### src/rtl/axis_pkt_buffer.sv
// AXI-Stream circular FIFO with tdata/tlast/tuser, registered handshakes,
// occupancy/packet counters and optional store-and-forward packet gating.
module axis_pkt_buffer #(
  parameter int unsigned DW       = 8,
  parameter int unsigned UW       = 1,
  parameter int unsigned DEPTH    = 4,
  parameter int unsigned PKT_MODE = 0,
  localparam int unsigned CW      = $clog2(DEPTH + 1)
) (
  input  logic          clk,
  input  logic          rstn,
  input  logic [DW-1:0] s_tdata,
  input  logic          s_tvalid,
  output logic          s_tready,
  input  logic          s_tlast,
  input  logic [UW-1:0] s_tuser,
  output logic [DW-1:0] m_tdata,
  output logic          m_tvalid,
  input  logic          m_tready,
  output logic          m_tlast,
  output logic [UW-1:0] m_tuser,
  output logic [CW-1:0] count,
  output logic [CW-1:0] pkt_count
);

  localparam int unsigned AW       = (DEPTH > 1) ? $clog2(DEPTH) : 1;
  localparam logic [CW-1:0] FULL_CNT = CW'(DEPTH);

  typedef struct packed {
    logic [DW-1:0] data;
    logic          last;
    logic [UW-1:0] user;
  } beat_t;

  beat_t         r_mem [DEPTH];
  logic [AW-1:0] r_wr_ptr;
  logic [AW-1:0] r_rd_ptr;
  logic [CW-1:0] r_count;
  logic [CW-1:0] r_pkt_count;
  logic          r_release;
  logic          r_s_tready;
  logic          r_m_tvalid;
  beat_t         r_head;

  logic          w_push;
  logic          w_pop;
  logic          w_pkt_inc;
  logic          w_pkt_dec;
  logic [AW-1:0] w_rd_ptr_nxt;
  logic [CW-1:0] w_count_nxt;
  logic [CW-1:0] w_pkt_count_nxt;
  logic          w_release_nxt;
  logic          w_m_tvalid_nxt;
  beat_t         w_in;
  beat_t         w_head;

  assign w_push    = s_tvalid & r_s_tready;
  assign w_pop     = r_m_tvalid & m_tready;
  assign w_pkt_inc = w_push & s_tlast;
  assign w_pkt_dec = w_pop & r_head.last;

  assign w_in.data = s_tdata;
  assign w_in.last = s_tlast;
  assign w_in.user = s_tuser;

  assign w_rd_ptr_nxt = w_pop ? r_rd_ptr + AW'(1) : r_rd_ptr;

  always_comb begin
    w_count_nxt = r_count;
    case ({w_push, w_pop})
      2'b10:   w_count_nxt = r_count + CW'(1);
      2'b01:   w_count_nxt = r_count - CW'(1);
      default: w_count_nxt = r_count;
    endcase
  end

  always_comb begin
    w_pkt_count_nxt = r_pkt_count;
    case ({w_pkt_inc, w_pkt_dec})
      2'b10:   w_pkt_count_nxt = r_pkt_count + CW'(1);
      2'b01:   w_pkt_count_nxt = r_pkt_count - CW'(1);
      default: w_pkt_count_nxt = r_pkt_count;
    endcase
  end

  // Release lets an oversized packet drain once the buffer fills.
  assign w_release_nxt = (r_release & ~w_pkt_dec) | (w_count_nxt == FULL_CNT);

  always_comb begin
    w_m_tvalid_nxt = 1'b0;
    if (PKT_MODE == 0) begin
      w_m_tvalid_nxt = (w_count_nxt != '0);
    end else begin
      w_m_tvalid_nxt = (w_count_nxt != '0) &&
                       ((w_pkt_count_nxt != '0) || w_release_nxt);
    end
  end

  // The new head is the incoming beat when it lands in the slot about to be read.
  always_comb begin
    w_head = r_mem[w_rd_ptr_nxt];
    if (w_push && (r_wr_ptr == w_rd_ptr_nxt)) begin
      w_head = w_in;
    end
  end

  always_ff @(posedge clk) begin
    if (w_push) begin
      r_mem[r_wr_ptr] <= w_in;
    end
  end

  always_ff @(posedge clk or negedge rstn) begin
    if (!rstn) begin
      r_wr_ptr    <= '0;
      r_rd_ptr    <= '0;
      r_count     <= '0;
      r_pkt_count <= '0;
      r_release   <= 1'b0;
      r_s_tready  <= 1'b0;
      r_m_tvalid  <= 1'b0;
      r_head      <= '0;
    end else begin
      if (w_push) begin
        r_wr_ptr <= r_wr_ptr + AW'(1);
      end
      r_rd_ptr    <= w_rd_ptr_nxt;
      r_count     <= w_count_nxt;
      r_pkt_count <= w_pkt_count_nxt;
      r_release   <= (PKT_MODE != 0) ? w_release_nxt : 1'b0;
      r_s_tready  <= (w_count_nxt < FULL_CNT);
      r_m_tvalid  <= w_m_tvalid_nxt;
      if (w_count_nxt != '0) begin
        r_head <= w_head;
      end
    end
  end

  assign s_tready  = r_s_tready;
  assign m_tvalid  = r_m_tvalid;
  assign m_tdata   = r_head.data;
  assign m_tlast   = r_head.last;
  assign m_tuser   = r_head.user;
  assign count     = r_count;
  assign pkt_count = r_pkt_count;

endmodule

### config.mk
export PLATFORM = sky130hd
export DESIGN_NAME = axis_pkt_buffer
export DESIGN_NICKNAME = d
export VERILOG_FILES = /design/src/rtl/axis_pkt_buffer.sv
export SDC_FILE = /design/constraint.sdc
export NUM_CORES = 1
export LEC_CHECK = 0
export ABC_AREA = 1
export CORE_MARGIN = 8
export CORE_UTILIZATION = 35
export DETAILED_ROUTE_END_ITERATION = 7
export GPL_TIMING_DRIVEN = 0
export SLEW_MARGIN = 10
export SYNTH_ARGS = -nofsm -noshare
export SYNTH_HDL_FRONTEND = slang
export SYNTH_SLANG_ARGS = --single-unit
### constraint.sdc
create_clock -name clk -period 2.9 [get_ports clk]
set_input_delay 0.435 -clock clk [delete_from_list [all_inputs] [get_ports clk]]
set_output_delay 0.435 -clock clk [all_outputs]
set_load 0.02 [all_outputs]
==> flow_summary_export.csv, run 1 <==
group,metric,value,unit
floorplanning,die_y,105.6,um
critical_path,cp-start-kind,"primary input",
global_routing,grt_pass1_vias,2090,
final_layout,final_cells,429,
yosys,synth_top_area_frac,0.4270,
clock_network,cts.path.max_buffers,2,
clock_network,cts_made_buffers,9,
placed_design,placed_cells,413,
critical_path,crit_chain,"clkdlybuf4s50_1 > nand2_1 > inv_1 > ha_1 > inv_2 > fa_1 > nand2_1 > nand2_1 > nor2_1 > nand2_1 > nand2_1 > inv_2 > nand2_1 > buf_2 > nand3_1 > nand2_1",
timing,rsz0062_at_grt,"false",
route,drt-initial-drc-count,144,
yosys,yosys.area.top_type,"edfxtp_1",
yosys,ys_ff_latch,62,
final_layout,final_common_cell,"nand2_1",
placed_design,io_buffer_count,31,
timing,worstMarginPinSlew,1113,ps
critical_path,crit_arrival,2780,ps
placed_design,place_area,3251,um2
critical_path,critPathMaxStageDelay,550,ps
critical_path,rr_startpoint,"s_tready",
floorplanning,core_area,7767,um2
critical_path,path_class,"in -> reg",
route,drt-pass1-iter-count,4,
route,wl_per_cell,15.14,um
timing,maxSlewHeadroom,0.2551,
placed_design,place_ws,70.26,ps
final_layout,drive_gt1_frac,0.1009,
yosys,netlist_top_cells_area,"edfxtp_1 (43%), dfrtp_1 (20%), nand3_1 (11%)",
critical_path,r2r_slack,590,ps
yosys,ys_seq_area_frac,0.6228,
timing,hold_violations,0,
placed_design,hpwl,4253,um
global_routing,gr-total-overflow,0,
yosys,ys_types,21,
yosys,synth_edf_count,40,
yosys,yosysWarnings,0,
critical_path,end_kind,"flop",
floorplanning,initial_utilization,0.3621,
clock_network,clk_latency,340,ps
final_layout,num_antenna_cells,0,
timing,timing.fmax,398.8,MHz
final_layout,nets,344,
outcome,status,"completed",
clock_network,h-tree-depth,3,
route,via_count,2076,
clock_network,cts_tree,"done",
global_routing,grt_antenna_before_repair,0,
route,antenna_left,0,
timing,skew,7.356,ps
final_layout,design_area,3433,um2
clock_network,cts.hold.buffers_added,0,
critical_path,timing.rr.end,"m_tdata[6]",
critical_path,crit_top_cell,"nand2_1",
floorplanning,die_w,105.6,um
final_layout,final_cell_mix,"nand2_1 (76), nand3_1 (63), edfxtp_1 (40), clkdlybuf4s50_1 (31), inv_1 (29)",
min_path,worstHoldPathCells,1,
global_routing,track_usage,0.1253,
critical_path,timing.critical_path.slowest_stage_cell,"clkdlybuf4s50_1",
route,routed_wirelength,6494,um
critical_path,rr_worst_depth,14,
yosys,synth_area,2813,um2
min_path,holdCritPathClass,"reg -> reg",
yosys,syn_avg_cell_area,10.05,um2
timing,finalCritPeriodShare,0.8646,
global_routing,grt_first_pass_wirelength,10770,um
placed_design,gp_congestion,0.7318,
yosys,syn-num-nets,302,
timing,maxSlewViolCount,0,
clock_network,clkTransAtPathRegs,70,ps
pwr,p_leak,1.481,nW
timing,tns,0,ps
clock_network,post_cts_buffers,0,
floorplanning,rows,32,
critical_path,worstPathRequired,3180,ps
route,vias_per_cell,4.839,
clock_network,cts_resized,0,
timing,setup_slack,392.6,ps
final_layout,area_growth,22.06,%
pwr,peakVddDrop,379.8,uV
global_routing,grt_max_degree,23,
min_path,min_to,"pkt_count[2]",
clock_network,cts_sinks,62,
critical_path,path_max_fanout,10,
yosys,syn_inst,280,
min_path,holdCritStartpoint,"pkt_count[2]",
yosys,ys.flop_type,"edfxtp_1",
final_layout,finish.utilization,0.4420,
timing,setup_violations,0,
floorplanning,dieArea,11160,um2
clock_network,clockRootBuffer,"clkbuf_8",
route,drc,0,
floorplanning,pin_count,32,
yosys,async_flop_share,0.3548,
pwr,cellPowerDensity,1157,nW/um2
run,maxCapViolCount,0,
timing,period_needed,2507,ps
layout make-up:
| cell class | instances | area, um2 |
|---|---|---|
| Clock buffer | 12 | 135.1 |
| Sequential cell | 62 | 1752 |
| Timing Repair Buffer | 31 | 310.3 |
| Multi-Input combinational cell | 173 | 873.3 |
| Clock inverter | 4 | 47.55 |
| Inverter | 34 | 127.6 |
| Fill cell | 767 | 4334 |
| Buffer | 11 | 60.06 |
| Tap cell | 102 | 127.6 |
routing by layer:
| metal | global-route usage | part of all wire | routed length [um] |
|---|---|---|---|
| met4 | 0.05226 | 0.020 | 128 |
| met3 | 0.03715 | 0.063 | 406 |
| met1 | 0.1528 | 0.43 | 2803 |
| met5 | 0 | 0 | 0 |
| met2 | 0.2020 | 0.49 | 3155 |
synth_stat cells, types with 3 or more instances:
cell	count
nand2_1	76
nand3_1	63
edfxtp_1	40
inv_1	29
dfrtp_1	22
nor2_1	8
buf_2	6
ha_1	6
inv_2	5
o21ai_0	4
buf_4	3
nand2_2	3
xnor2_1	3
power by group:
part / internal [mW] / switching, mW / leakage, nW
combinational: 0.705 / 1.20 / 0.770
sequential: 1.22 / 0.135 / 0.621
clock: 0.395 / 0.321 / 0.0904
total: 2.32 / 1.66 / 1.48
sequential cells by signal, indices dropped and copies added, names as in the netlist:
name / cells
r_rd_ptr: 2
m_tdata: 8
pkt_count: 3
r_mem: 40
count: 3
m_tvalid: 1
s_tready: 1
m_tuser: 1
m_tlast: 1
r_wr_ptr: 2
how the worst max path moves through the flow:
stage | end | from | cells after the start
6_report | m_tdata[6] | m_tready | 16
3_3_place_gp | m_tdata[2] | m_tready | 11
4_1_cts | m_tdata[2] | m_tready | 11
3_5_place_dp | m_tdata[6] | m_tready | 16
5_1_grt | m_tdata[1] | m_tready | 11
2_1_floorplan | m_tdata[0] | m_tvalid | 10
metrics by stage:
stage	hold WS, ps	power (mW)
final	472.0	3.973
after global routing	490.2	4.340
after CTS	481.2	4.023
after detailed placement	472.4	3.298
after global placement	463.4	3.254
after floorplan	139.4	2.611
cells by family after synthesis:
group | synth area share
buffers and inverters | 0.06673
flip-flops | 0.6228
AND/OR/NAND/NOR | 0.2464
AO/OA/AOI/OAI | 0.01067
XOR/XNOR | 0.01246
adder cells (fa/ha/maj) | 0.04093
critical path, delay by kind of cell:
family	cells	cell delay (ps)
AND/OR/NAND/NOR	9	840
buffers and inverters	5	980
adder cells (fa/ha/maj)	2	530
(Power assumes the default switching activity.)
==> run 2: changes to the inputs <==
==> constraint.sdc (replaced) <==
create_clock -name clk -period 2.9 [get_ports clk]
set_input_delay 0.435 -clock clk [delete_from_list [all_inputs] [get_ports clk]]
set_output_delay 0.435 -clock clk [all_outputs]
set_load 0.05 [all_outputs]
==> results of run 2 <==
The final DEF is identical to that of run 1. Status: completed.
Among the figures that moved: total power 3.973 mW -> 4.262 mW; worst IR drop on VDD 379.8 uV -> 397.0 uV
==> run 3: changes to the inputs <==
- GPL_TIMING_DRIVEN: 0 -> unset
==> run 3 against run 2 <==
  * Power shrank 1.5%
  * Via count shrank 4.5%
  * Sequential share of layout area shrank 0.30 points
  * Design area grew 0.58%
  * Final cell count is the same
  * Critical path depth shrank 2
  * First-iteration DRC count shrank 47%
  * Critical path type unchanged
  * Largest power group unchanged
  * Highest routed layer unchanged
==> flow_summary_export.csv, run 3 (same netlist as run 1, synthesis figures left out) <==
group,metric,value,unit
pwr,peakVddDrop,420.1,uV
critical_path,path_class,"in -> reg",
final_layout,nets,344,
critical_path,rr_startpoint,"m_tvalid",
route,wl_met1,2662,um
final_layout,final_cells,429,
final_layout,nFillCells,728,
clock_network,cts_tree,"done",
pwr,p_int,2.308,mW
final_layout,multi_input_area,873.3,um2
clock_network,post_cts_buffers,0,
final_layout,regMostFlops,"r_mem",
pwr,swShare,0.4504,
timing,finalCritPeriodShare,0.8986,
placed_design,gp_congestion,0.7288,
pwr,clkPwrFrac,0.166,
clock_network,cts_resized,0,
critical_path,r2r_slack,510,ps
clock_network,cts_made_buffers,9,
floorplanning,dieArea,11160,um2
final_layout,drive_gt1_frac,0.1070,
route,met3_length,401,um
clock_network,h-tree-depth,3,
placed_design,io_buffer_count,31,
global_routing,grt_max_degree,24,
floorplanning,core_area,7767,um2
final_layout,num_antenna_cells,0,
critical_path,rr_worst_depth,13,
floorplanning,pin_count,32,
floorplanning,die_y,105.6,um
global_routing,gr-total-overflow,0,
clock_network,clk_latency,320,ps
timing,setup_violations,0,
timing,timing.fmax,383.7,MHz
critical_path,end_kind,"flop",
pwr,p_seq_frac,0.325,
critical_path,cp-start-kind,"primary input",
critical_path,crit_arrival,2820,ps
timing,skew,6.101,ps
global_routing,track_usage,0.1143,
timing,setup_slack,294.1,ps
final_layout,final_cell_mix,"nand2_1 (76), nand3_1 (63), edfxtp_1 (40), clkdlybuf4s50_1 (31), inv_1 (29)",
timing,hold_violations,0,
route,drt-initial-drc-count,76,
global_routing,grt_antenna_before_repair,0,
timing,worstMarginPinSlew,512.0,ps
route,antenna_left,0,
route,wl_met2,2881,um
final_layout,final_common_cell,"nand2_1",
run,maxCapViolCount,0,
timing,maxSlewHeadroom,0.6576,
timing,period_needed,2606,ps
critical_path,timing.rr.end,"m_tdata[2]",
route,drc,0,
route,via_count,1982,
final_layout,ff_latch_area,1752,um2
route,vias_per_cell,4.620,
route,top_layer,"met4",
route,drt-pass1-iter-count,4,
placed_design,placed_cells,413,
final_layout,largest_register_ffs,40,
floorplanning,die_w,105.6,um
min_path,holdCritPathClass,"in -> async",
placed_design,place_ws,-15.04,ps
clock_network,clkTransAtPathRegs,70,ps
timing,maxSlewViolCount,0,
clock_network,cts.path.max_buffers,2,
floorplanning,initial_utilization,0.3621,
critical_path,worstPathRequired,3110,ps
pwr,cellPowerDensity,1216,nW/um2
clock_network,cts.hold.buffers_added,0,
timing,rsz0062_at_grt,"false",
clock_network,clockRootBuffer,"clkbuf_8",
critical_path,path_max_fanout,12,
final_layout,area_growth,22.78,%
pwr,combPwrFrac,0.509,
pwr,switchingPower,1.891,mW
floorplanning,rows,32,
placed_design,hpwl,4070,um
pwr,p_leak,1.503,nW
clock_network,cts_sinks,62,
global_routing,grt_first_pass_wirelength,10020,um
route,routed_wirelength,6060,um
route,wl_per_cell,14.13,um
global_routing,grt_pass1_vias,1985,
critical_path,startpoint,"m_tready",
outcome,status,"completed",
## run 3: area by class of cell
class,instances,area share
inverters,34,0.03696
clock buffers,10,0.03696
flip-flops and latches,62,0.5072
well taps,102,0.03696
clock inverters,6,0.01522
multi-input cells,173,0.2529
repair buffers,42,0.1138
## run 3: critical path, cell delays in order
cell,delay (ps)
clkdlybuf4s50_1,540
nand2_1,120
inv_1,70
ha_1,150
inv_2,50
fa_1,380
nand2_1,80
nand2_1,60
o21ai_1,130
nand2_1,90
inv_2,170
nand2_1,290
nand3_1,190
nand2_1,60
## run 3: how the worst max path moves through the flow
stage	to	slack, ps
floorplan	m_tlast	590
global placement	m_tdata[3]	70
detailed placement	m_tdata[2]	-20
CTS	m_tdata[2]	320
global route	m_tdata[2]	140
finish	m_tdata[2]	290
## run 3: per-stage QoR
stage,setup TNS (ps),hold slack [ps],cell area [um2],util,power (mW)
after CTS,0,464.7,3453,0.4446,4.250
after global placement,0,464.4,3273,0.4214,3.509
after floorplan,0,139.4,2813,-,2.897
final,0,463.5,3453,0.4446,4.199
after detailed placement,-19.05,466.4,3273,0.4214,3.544
after global routing,0,483.9,3453,0.4446,4.534
## run 3: power groups by stage
stage | Combinational (mW) | Sequential [mW] | Clock, mW
2_1_floorplan | 1.11 | 1.79 | 0
5_1_grt | 2.39 | 1.39 | 0.752
6_report | 2.14 | 1.36 | 0.698
4_1_cts | 2.17 | 1.37 | 0.715
3_3_place_gp | 2.13 | 1.38 | 0
3_5_place_dp | 2.16 | 1.38 | 0
## run 3: metal layers
| metal | up-vias | GRT usage |
|---|---|---|
| met5 | - | 0 |
| met4 | 0 | 0.06131 |
| met3 | 11 | 0.03289 |
| met2 | 52 | 0.1819 |
| met1 | 910 | 0.1371 |
| li1 | 1009 | - |
